[src/rtl/icache.sv]
// Direct-mapped, read-only instruction cache with in-order line fill from word-wide memory.
// Define ICACHE_STATS_EN to add saturating hit_cnt / miss_cnt outputs.
module icache #(
    parameter int LINES = 8,
    parameter int WORDS = 4
) (
    input  logic        clk,
    input  logic        rst,
    input  logic [15:0] i_addr,
    output logic [15:0] instr,
    output logic        i_hit,
    input  logic        flush,
    output logic        mem_re,
    output logic [15:0] mem_addr,
    input  logic [15:0] mem_rdata,
    input  logic        mem_rdy
`ifdef ICACHE_STATS_EN
    ,
    output logic [15:0] hit_cnt,
    output logic [15:0] miss_cnt
`endif
);

    localparam int OFF_W = $clog2(WORDS);
    localparam int IDX_W = $clog2(LINES);
    localparam int TAG_W = 16 - OFF_W - IDX_W;
    localparam logic [OFF_W-1:0] LAST_WORD = OFF_W'(WORDS - 1);

    typedef enum logic {
        IDLE,
        FILL
    } state_t;

    state_t state;
    state_t state_next;

    logic [LINES-1:0] valid;
    logic [TAG_W-1:0] tag_mem  [LINES];
    logic [15:0]      data_mem [LINES][WORDS];

    logic [TAG_W-1:0] fill_tag;
    logic [IDX_W-1:0] fill_index;
    logic [OFF_W-1:0] cnt;
    logic             poison;

    logic [OFF_W-1:0] addr_off;
    logic [IDX_W-1:0] addr_idx;
    logic [TAG_W-1:0] addr_tag;
    logic             lookup_hit;
    logic             start_fill;
    logic             word_done;
    logic             last_word;

    assign addr_off   = i_addr[OFF_W-1:0];
    assign addr_idx   = i_addr[OFF_W +: IDX_W];
    assign addr_tag   = i_addr[15 -: TAG_W];
    assign lookup_hit = valid[addr_idx] && (tag_mem[addr_idx] == addr_tag);

    always_comb begin
        state_next = state;
        i_hit      = 1'b0;
        instr      = 16'h0000;
        mem_re     = 1'b0;
        mem_addr   = 16'h0000;
        start_fill = 1'b0;
        word_done  = 1'b0;
        last_word  = 1'b0;
        case (state)
            IDLE: begin
                // A flush cycle neither hits nor starts a fill.
                if (!flush) begin
                    if (lookup_hit) begin
                        i_hit = 1'b1;
                        instr = data_mem[addr_idx][addr_off];
                    end else begin
                        start_fill = 1'b1;
                        state_next = FILL;
                    end
                end
            end
            FILL: begin
                mem_re   = 1'b1;
                mem_addr = {fill_tag, fill_index, cnt};
                if (mem_rdy) begin
                    word_done = 1'b1;
                    if (cnt == LAST_WORD) begin
                        last_word  = 1'b1;
                        state_next = IDLE;
                    end
                end
            end
            default: state_next = IDLE;
        endcase
    end

    always_ff @(posedge clk) begin
        if (rst) begin
            state  <= IDLE;
            valid  <= '0;
            cnt    <= '0;
            poison <= 1'b0;
        end else begin
            state <= state_next;
            if (start_fill) begin
                cnt    <= '0;
                poison <= 1'b0;
            end else if (word_done) begin
                cnt <= cnt + 1'b1;
            end
            if (flush) begin
                valid <= '0;
                if (state == FILL) begin
                    poison <= 1'b1;
                end
            end
            // A flush landing on the final word must still leave the line invalid.
            if (last_word) begin
                valid[fill_index] <= !(poison || flush);
            end
        end
    end

    // Tag/data storage and fill address are deliberately left unreset.
    always_ff @(posedge clk) begin
        if (start_fill) begin
            fill_tag   <= addr_tag;
            fill_index <= addr_idx;
        end
        if (word_done) begin
            data_mem[fill_index][cnt] <= mem_rdata;
        end
        if (last_word) begin
            tag_mem[fill_index] <= fill_tag;
        end
    end

`ifdef ICACHE_STATS_EN
    always_ff @(posedge clk) begin
        if (rst) begin
            hit_cnt  <= 16'h0000;
            miss_cnt <= 16'h0000;
        end else begin
            if (i_hit && (hit_cnt != 16'hFFFF)) begin
                hit_cnt <= hit_cnt + 16'h0001;
            end
            if (start_fill && (miss_cnt != 16'hFFFF)) begin
                miss_cnt <= miss_cnt + 16'h0001;
            end
        end
    end
`endif

endmodule

[config.mk]
export PLATFORM = sky130hd
export DESIGN_NAME = icache
export DESIGN_NICKNAME = d
export VERILOG_FILES = /design/src/rtl/icache.sv
export SDC_FILE = /design/constraint.sdc
export NUM_CORES = 1
export LEC_CHECK = 0
export ABC_CLOCK_PERIOD_IN_PS = 4120
export CAP_MARGIN = 20
export CORE_MARGIN = 2
export CORE_UTILIZATION = 45
export DETAILED_ROUTE_END_ITERATION = 12
export GPL_TIMING_DRIVEN = 0
export RECOVER_POWER = 50
export SYNTH_ARGS = -nofsm -noshare
export SYNTH_HDL_FRONTEND = slang
export SYNTH_SLANG_ARGS = --single-unit
[constraint.sdc]
create_clock -name clk -period 4.12 [get_ports clk]
set_input_delay 0.824 -clock clk [delete_from_list [all_inputs] [get_ports clk]]
set_output_delay 0.824 -clock clk [all_outputs]
set_load 0.005 [all_outputs]
==> key figures, run 1 <==
Outcome
  – Status: finished with violations
  – Failing checks: negative setup slack

Min path
  – Min-Delay Path Class: input port to register

Floorplanning
  – DIE AREA: roughly 0.056 mm2
  – Core footprint: around 0.054 mm2
  – I/O pin count: 70
  – DIE WIDTH: 236 um
  – Die Y: between 200 and 250 um
  – Initial core utilization: around 45%
  – Rows: 85

STA
  – Slew headroom: 32.2%
  – Slew @ Worst Pin: 1020 ps
  – Fin crit period: approximately 4100 ps
  – Setup_tns: -17.8 ps
  – RSZ-0062 raised after global routing: true
  – Clock skew: around 22 ps
  – Final setup margin: -17.8 ps
  – Fmax: between 0.2 and 0.25 GHz
  – Tcrit/Tclk final: 100%
  – Final setup violation count: 1
  – Max-slew violations: 0
  – Final Hold Viols: 0

CTS
  – Clock Sinks: 626
  – Root buffer cell: clkbuf_16
  – CTS Hold Buffers Added: 0
  – Clk slew on worst S/H paths: around 60 ps
  – H-tree depth: 3
  – Clock latency on the worst-skew pair: ~610 ps
  – CTS tree: built
  – CTS max path bufs: 3
  – TritonCTS buffer count: 66

Synth
  – Post-synth EDFFs: 614
  – Top FF cell, synth: edfxtp_1
  – Synth cell types: 40
  – Leading area contributor after synthesis: edfxtp_1
  – Top post-synthesis cells by area: edfxtp_1 76%, mux4_2 16%, mux2i_1 1.7%, dfxtp_1 0.99%, nor2_1 0.88%
  – Yosys warns: 0
  – Post-Syn Area: between 0.02 and 0.025 mm2
  – Syn_nets: approximately 1,100
  – Asr flop ratio synth: 0%
  – Sequential fraction of the synthesis area: between 70 and 80%
  – Flop and latch count out of synthesis: about 630
  – Share of the synthesized area in the top cell type: 75.9%
  – Post-synthesis cell count: between 1,000 and 1,500
  – Avg Synthesized Cell Area: 22.7 um2

Cells and area
  – Layout cells sized above 1: between 30% and 40%
  – Commonest cells after routing, fill and taps aside: 614 x edfxtp_1, 172 x mux4_2, 69 x clkbuf_16, 48 x clkdlybuf4s50_1, 43 x buf_8
  – Commonest non-fill, non-tap cell in the layout: edfxtp_1
  – Area delta synth->final: 21.3%
  – Final nets: around 1,300
  – ANT cells: 0

Global route
  – Largest net degree at the start of global routing: 33
  – Initial antenna violation count: 1
  – GRT Overall Usage: a little over a fifth
  – Vias in the first global route: about 12,000
  – Grt total ovfl: 0
  – First-pass GRT wire length: about 84,000 um

Detailed routing
  – Starting DRT DRC Count: between 1,000 and 1,500
  – # DRC: 0
  – Vias/cell: about 6
  – Antenna Nets Post-Route: 0
  – DRT Pass-1 Iters: 7
  – Drt total wl: 58,700 um
  – Vias: 11,815
  – Average wire per standard cell: about 29 um

Placement
  – Placement-stage worst setup slack: -1750 ps
  – Dpl hpwl: 38,900 um
  – Gp weighted congestion: 0.780
  – Input/output buffers: a little under 70

Power
  – LEAKAGE: around 9.4 nW
  – Final Power: 13.3 mW
  – Power Density: 450 mW/mm2
  – Peak supply drop: just under 0.0003 V

Critical path
  – Crit path DAT: around 3300 ps
  – Worst EP required: roughly 3300 ps
  – Worst setup EP type: primary output
  – Crit path max fanout: 10
  – Startpoint Class: input port
  – Setup CP Type: input port to primary output

Job
  – Max-Cap Viols: 0
[per-layer routing]
layer | routed length (um) | GRT usage, % | up-vias
met1 | 24800 | 29.7 | 6353
met2 | 27900 | 33.2 | 442
met5 | 0 | 0 | -
met3 | 4080 | 5.17 | 87
met4 | 1900 | 7.12 | 0
li1 | - | - | 4933
[through the flow]
step | hold slack (ps) | instances | util, % | instance area, um2
final | 412 | 2025 | 55.0 | 29500
after global routing | 389 | 2025 | 55.0 | 29500
after CTS | 380 | 2018 | 54.6 | 29200
after detailed placement | 485 | 1880 | 50.0 | 26800
after global placement | 466 | 1834 | 48.2 | 25900
after floorplan | 436 | 1070 | - | 24300
[cells in the mapped netlist (2+ instances only)]
cell	n
edfxtp_1	614
mux4_2	172
nor2_1	57
mux2i_1	41
clkbuf_1	27
nor3_1	17
and2_1	15
buf_2	14
dfxtp_1	12
mux2_2	12
nand3_1	9
buf_4	7
nand2_1	7
o22ai_1	6
a22o_1	5
or3_1	5
a211oi_1	4
buf_6	4
ha_1	4
inv_1	4
o21ai_0	4
nand3b_1	3
xnor2_1	3
xor2_1	3
a21oi_1	2
buf_1	2
nand2b_1	2
o21a_1	2
or2_2	2
[registers in the layout (all words and copies together), names as in the netlist]
signal and flops:
tag_mem 88, fill_tag 11, cnt 2, poison 1
state 1, data_mem 512, fill_index 3, valid 8
[report_power, final]
part           total, mW  switching (mW)  internal, mW
clock               5.45            2.39          3.06
combinational      0.774           0.420         0.354
sequential          7.03          0.0163          7.01
total               13.3            2.83          10.4
[path summary, 6_finish.rpt]
path              slack, ps          start  cells past startpoint            end
setup / recovery        -20      i_addr[4]                     10       instr[7]
hold / removal          410      i_addr[2]                      1  fill_index[0]
setup reg to reg       1080  tag_mem[6][8]                      7    fill_tag[4]
hold reg to reg         500       valid[6]                      2       valid[6]
[area by class of cell]
cell class / count / area (um2)
multi-input cells: 385 / 5650
fillers: 4059 / 24100
flip-flops and latches: 626 / 18700
well taps: 696 / 871
inverters: 4 / 15.0
clock buffers: 85 / 1740
clock inverters: 34 / 211
plain buffers: 55 / 532
repair buffers: 140 / 1780
[what timing repair did]
| item | in CTS | in global routing |
|---|---|---|
| setup endpoints to repair | 17 | 16 |
| gates cloned | 2 | 1 |
| pin swaps | 15 | 9 |
| setup buffers | 17 | 1 |
| resized for setup | 196 | 21 |
[worst max-delay path, cell delays in order]
cell and delay [ps]:
buf_2 110, buf_8 140, bufbuf_16 280, buf_4 230, clkbuf_8 240, mux4_2 380
mux4_2 600, mux2i_1 290, nor3_4 70, buf_2 130
[cells by family (layout without fill, tap and decap cells)]
kind of cell | Yosys count | after routing | synth area share [%]
AO/OA/AOI/OAI | 27 | 27 | 0.782
buffers and inverters | 59 | 318 | 1.28
adder cells (fa/ha/maj) | 4 | 4 | 0.206
AND/OR/NAND/NOR | 123 | 123 | 2.49
flip-flops | 626 | 626 | 76.8
XOR/XNOR | 6 | 6 | 0.216
multiplexers | 225 | 225 | 18.2
Note: power is estimated with default switching activity, not from simulation.
==> run 2, diff against run 1 <==
Settings changed: ABC_CLOCK_PERIOD_IN_PS 4120 to 4200, HOLD_SLACK_MARGIN set to 0.15.
Clock period 4.12 ns to 4.2 ns, I/O delays scaled along.
==> run 2 against run 1 <==
Effect of this change: the flow now finishes without violations; global-route usage is essentially flat; critical path type unchanged; first-iteration DRC count grew 11%; critical endpoint is now instr[13]; non-clock buffer count shrank 2; largest cell class unchanged; critical path depth grew 1; cell area shrank 1.4%; sequential share of layout area grew 0.91 points; clock-buffer cell count is the same; setup slack gained 27 ps; sequential power shrank 2%; clock skew grew 2.3 ps.
==> key figures, run 2 (synthesis results as in run 1) <==
Critical path
  – CP Cell Sequence: buf_8, buf_8, mux4_2, mux2i_2, xor2_1, nand3_1, or4_4, buf_12, buf_6, nor3_4, buf_2
  – Critical path depth in cells: 11
  – Startpoint Class: input port
  – Worst setup EP type: primary output
  – Cell mode on critical path: buf_8
  – R2R depth: 7
  – Crit path max fanout: 5
  – Critical path's largest stage delay: between 600 and 700 ps
  – CP delay by family, top: simple AND/OR/NAND/NOR gates
  – Setup CP Type: input port to primary output
  – Slowest-stage cell, CP: or4_4
  – Crit path DAT: ~3400 ps
  – CP bufs+invs: 5
  – Worst EP required: between 3000 and 4000 ps

STA
  – RSZ-0062 raised after global routing: true
  – Slew headroom: roughly an eighth
  – Fin crit period: between 4000 and 5000 ps
  – Final setup violation count: 0
  – Clock skew: about 24 ps
  – Final setup margin: between 9 and 10 ps
  – Max-slew violations: 0
  – Tcrit/Tclk final: 99.8%
  – Final Hold Viols: 0
  – Slew @ Worst Pin: between 1000 and 1500 ps
  – Fmax: roughly 0.24 GHz

Cells and area
  – Top reg by flops: data_mem
  – Sequential cell area: between 0.015 and 0.02 mm2
  – Commonest cells after routing, fill and taps aside: 614 x edfxtp_1, 172 x mux4_2, 67 x clkbuf_16, 46 x clkbuf_1, 40 x buf_8
  – ANT cells: 0
  – Area occupied by multi-input gates: around 0.0056 mm2
  – Area delta synth->final: 19.6%
  – Post-layout util: between 50 and 60%
  – Final nets: between 1,000 and 1,500
  – Fill count: between 4,000 and 5,000
  – Layout cells sized above 1: 33.8%
  – Commonest non-fill, non-tap cell in the layout: edfxtp_1
  – Non-Filler Cell Area, Final: approximately 0.029 mm2
  – Final non-filler cell total: ~2,000
  – Max reg flops: between 500 and 600
  – Largest regs: data_mem x512, tag_mem x88, fill_tag x11

Detailed routing
  – DRT Pass-1 Iters: 5
  – Drt total wl: just under 60,000 um
  – Starting DRT DRC Count: 1,251
  – Vias: about 12,000
  – Average wire per standard cell: ~29 um
  – # DRC: 0
  – Vias/cell: approximately 5.8
  – Antenna Nets Post-Route: 0

Global route
  – Largest net degree at the start of global routing: 33
  – First-pass GRT wire length: about 84,000 um
  – Initial antenna violation count: 2
  – GRT Overall Usage: a little over a fifth
  – Vias in the first global route: roughly 12,000
  – Grt total ovfl: 0

Power
  – LEAKAGE: ~9 nW
  – Peak supply drop: around 0.00029 V
  – Power Density: ~450 mW/mm2

Job
  – Max-Cap Viols: 0

Floorplanning
  – Rows: 85
  – Initial core utilization: a little under half
  – DIE AREA: around 0.056 mm2
  – DIE WIDTH: around 240 um
  – I/O pin count: 70
  – Core footprint: 0.0536 mm2
  – Die Y: about 240 um

Placement
  – Gp weighted congestion: 0.780
  – Post-placement cell count: approximately 1,900
  – Input/output buffers: 68
  – Placement-stage worst setup slack: -1710 ps
  – Dpl hpwl: between 30,000 and 40,000 um
  – DP Area: 0.0268 mm2

CTS
  – CTS max path bufs: 3
  – CTS Hold Buffers Added: 0
  – Clock latency on the worst-skew pair: around 600 ps
  – TritonCTS buffer count: 66
  – CTS tree: built
  – Clk slew on worst S/H paths: 60 ps
  – Root buffer cell: clkbuf_16
  – Clock Sinks: 626
  – H-tree depth: 3

Min path
  – Hold path depth: 1
  – Min-Delay Path Class: input port to register

Outcome
  – Status: complete, no violations
[run 2: changes by cell type in the layout (fill, tap and decap cells not counted), moves of 5 or more]
| cell | previous run | this run |
|---|---|---|
| dlygate4sd3_1 | 0 | 27 |
| nor2_2 | 42 | 37 |
| buf_16 | 14 | 3 |
| clkbuf_1 | 29 | 46 |
| nor3_2 | 4 | 9 |
| nor2_1 | 15 | 20 |
| nor3_4 | 13 | 8 |
| clkdlybuf4s50_1 | 48 | 21 |
[run 2: per-stage QoR]
stage | hold slack [ps] | power, mW | TNS (ps)
6_report | 426 | 13.0 | 0
5_1_grt | 405 | 13.3 | -138
4_1_cts | 396 | 13.1 | 0
3_5_place_dp | 485 | 7.72 | -30370
3_3_place_gp | 466 | 7.67 | -30490
2_1_floorplan | 436 | 7.37 | 0
[run 2: final timing paths]
path / endpoint / slack [ps] / start
worst max-delay path: instr[13] / 10 / i_addr[3]
worst min register to register: valid[6] / 500 / valid[6]
worst max register to register: fill_tag[4] / 1140 / tag_mem[6][8]
worst min-delay path: fill_index[0] / 430 / i_addr[2]
[run 2: layer usage]
metal  track usage [%]  vias to the layer above  wire length (um)
li1                  -                     4932                 -
met1              29.8                     6301             24700
met2              33.2                      448             27300
met3              5.14                       93              4080
met4              7.12                        0              2280
met5                 0                        -                 0
[run 2: layout make-up]
type,count,share of cell area (%)
Sequential cell,626,64.3
Multi-Input combinational cell,385,19.3
Clock buffer,85,6.00
Timing Repair Buffer,138,4.86
Tap cell,696,3.00
Buffer,55,1.81
Clock inverter,34,0.728
Inverter,4,0.0517
[run 2: worst reg2reg max path, delay by kind of cell, from the launching register on]
family / cells / cell delay, ps
AOI/OAI and AO/OA: 1 / 470
muxes: 2 / 670
buffers and inverters: 1 / 180
DFF: 1 / 370
and+or+nand+nor: 2 / 780
xor gates and xnor gates: 1 / 210
[run 2: power breakdown]
part | internal [mW] | switching (mW)
sequential | 6.88 | 0.0160
combinational | 0.310 | 0.404
clock | 3.01 | 2.35
[run 2: repair_timing]
| action | in CTS | in global routing |
|---|---|---|
| pin swaps | 11 | 9 |
| gates resized for setup | 178 | 27 |
| gates cloned | 2 | 0 |
| hold endpoints to repair | 0 | 0 |
| endpoints found under the setup margin | 17 | 17 |
| buffers inserted | 17 | 0 |
==> run 3, diff against run 2 <==
Settings changed: ABC_CLOCK_PERIOD_IN_PS 4200 to 5400, RECOVER_POWER 50 to 25, SKIP_LAST_GASP set to 1.
Clock period 4.2 ns to 5.4 ns, I/O delays scaled along.
==> run 3 against run 2 <==
Effect of this change: the run now ends with negative setup slack left; clock-buffer cell count stayed put; via count is 0.52% lower; core utilization is 0.075 points higher; first-iteration DRC count is 2.6% lower; critical path depth is 1 lower; combinational power is 22% lower; final cell count is 0.54% lower; critical endpoint is now instr[5]; largest cell class unchanged.
==> key figures, run 3 (synthesis results as in run 1) <==
Outcome
  – Status: finished with violations
  – Failing checks: negative setup slack

Min path
  – Min-Delay Path Class: register to register
  – Hold path endpoint: valid[6]
  – Hold path depth: 2
  – Hold_sp: valid[6]

STA
  – Fin crit period: around 5400 ps
  – Clock skew: approximately 23 ps
  – Fmax: roughly 0.18 GHz
  – Final setup violation count: 1
  – Slew headroom: 11.4%
  – Slew @ Worst Pin: roughly 1300 ps
  – Tcrit/Tclk final: 100%
  – Final setup margin: -25.8 ps
  – RSZ-0062 raised after global routing: true
  – Final Hold Viols: 0
  – Max-slew violations: 0

CTS
  – Clk slew on worst S/H paths: approximately 50 ps
  – CTS max path bufs: 3
  – Clock latency on the worst-skew pair: 610 ps
  – CTS tree: built
  – Root buffer cell: clkbuf_16
  – Clock Sinks: ~630
  – TritonCTS buffer count: 66
  – H-tree depth: 3
  – CTS Hold Buffers Added: 0

Critical path
  – Crit path DAT: about 4400 ps
  – Startpoint Class: input port
  – RR Endpoint: fill_tag[4]
  – Crit path max fanout: 10
  – Reg-to-reg setup timing slack: 2410 ps
  – Reg2reg start: tag_mem[6][8]
  – Worst EP required: 4320 ps
  – Setup CP Type: input port to primary output
  – Worst setup EP type: primary output
  – R2R depth: 7

Placement
  – Dpl hpwl: approximately 39,000 um
  – Gp weighted congestion: 0.780
  – DP Area: around 0.027 mm2
  – Input/output buffers: between 60 and 70

Floorplanning
  – Die Y: about 240 um
  – DIE WIDTH: approximately 240 um
  – Core footprint: around 0.054 mm2
  – DIE AREA: between 0.05 and 0.06 mm2
  – Initial core utilization: 45.3%
  – Rows: 85
  – I/O pin count: 70

Power
  – Final Power: 10.1 mW
  – Peak supply drop: between 0.0002 and 0.00025 V
  – Power Density: 346 mW/mm2
  – LEAKAGE: approximately 9.3 nW

Cells and area
  – Top reg by flops: data_mem
  – Commonest non-fill, non-tap cell in the layout: edfxtp_1
  – Final nets: 1,305
  – Area delta synth->final: 19.7%
  – Largest regs: data_mem x512, tag_mem x88, fill_tag x11
  – Max reg flops: around 510
  – Non-Filler Cell Area, Final: roughly 0.029 mm2
  – Layout cells sized above 1: approximately a third
  – Fill count: 4,107
  – ANT cells: 0
  – Commonest cells after routing, fill and taps aside: 614 x edfxtp_1, 172 x mux4_2, 67 x clkbuf_16, 39 x nor2_2, 37 x clkbuf_1

Detailed routing
  – # DRC: 0
  – Starting DRT DRC Count: ~1,200
  – Vias/cell: between 5 and 6
  – Antenna Nets Post-Route: 0
  – Average wire per standard cell: between 20 and 30 um
  – Drt total wl: between 50,000 and 60,000 um
  – Vias: ~12,000
  – DRT Pass-1 Iters: 5

Job
  – Max-Cap Viols: 0

Global route
  – Initial antenna violation count: 1
  – GRT Overall Usage: a little over a fifth
  – Vias in the first global route: between 10,000 and 15,000
  – First-pass GRT wire length: roughly 83,000 um
  – Grt total ovfl: 0
  – Largest net degree at the start of global routing: 33
run 3: changes by cell type in the layout (fill, tap and decap cells not counted), sizes merged:
cell           delta
clkdlybuf4s15     -1
bufbuf            -1
clkdlybuf4s50     +9
dlygate4sd2       +5
buf              -14
clkbuf           -15
dlygate4sd3       -4
dlymetal6s2s     +10
run 3: per-layer routing:
layer	GRT usage (%)	routed length, um	vias to the layer above
met5	0	0	-
met4	7.08	1870	0
met3	5.31	4240	88
met2	32.7	27400	435
met1	29.6	24500	6272
li1	-	-	4918
run 3: through the flow:
| stage | worst slack [ps] | setup TNS, ps | hold WS, ps | instances | util [%] |
|---|---|---|---|---|---|
| finish | -25.8 | -25.8 | 496 | 2012 | 54.3 |
| global route | -107 | -155 | 521 | 2012 | 54.3 |
| CTS | -37.1 | -81.4 | 493 | 2006 | 54.2 |
| detailed placement | -987 | -14240 | 485 | 1880 | 50.0 |
| global placement | -982 | -14620 | 466 | 1834 | 48.2 |
| floorplan | 1270 | 0 | 436 | 1070 | - |
run 3: worst max-delay path by stage:
stage                     slack [ps]  startpoint  depth (start not counted)        end
after global routing            -110   i_addr[4]                         10   instr[5]
after CTS                        -40   i_addr[2]                         11   instr[5]
after floorplan                 1270   i_addr[2]                          8  instr[10]
after global placement          -980   i_addr[4]                         11  instr[13]
final                            -30   i_addr[4]                         10   instr[5]
after detailed placement        -990   i_addr[4]                         11  instr[12]
run 3: layout make-up:
| cell class | count | area [um2] | area share [%] |
|---|---|---|---|
| Sequential cell | 626 | 18700 | 64.2 |
| Buffer | 55 | 470 | 1.62 |
| Timing Repair Buffer | 127 | 1580 | 5.43 |
| Multi-Input combinational cell | 385 | 5530 | 19.0 |
| Inverter | 4 | 15.0 | 0.0516 |
| Clock buffer | 85 | 1740 | 5.99 |
| Tap cell | 696 | 871 | 2.99 |
| Clock inverter | 34 | 211 | 0.727 |
run 3: power breakdown:
group	total, mW	leakage, nW	internal (mW)	switching (mW)
Combinational	0.554	2.76	0.245	0.309
Sequential	5.36	5.62	5.35	0.0124
Clock	4.16	0.952	2.34	1.82
Total	10.1	9.34	7.93	2.14
run 3: what timing repair did:
action	CTS	global route
pin swaps	7	3
setup buffers	6	1
resized for setup	80	21
setup endpoints to repair	17	13
cloned	1	0
run 3: worst max-delay path: stages:
cell and delay [ps]:
clkdlybuf4s50_1 480, buf_4 190, buf_8 190, clkbuf_4 280, clkbuf_2 350, mux4_2 430
mux4_2 550, mux2i_1 250, nor3_2 70, clkdlybuf4s50_1 450
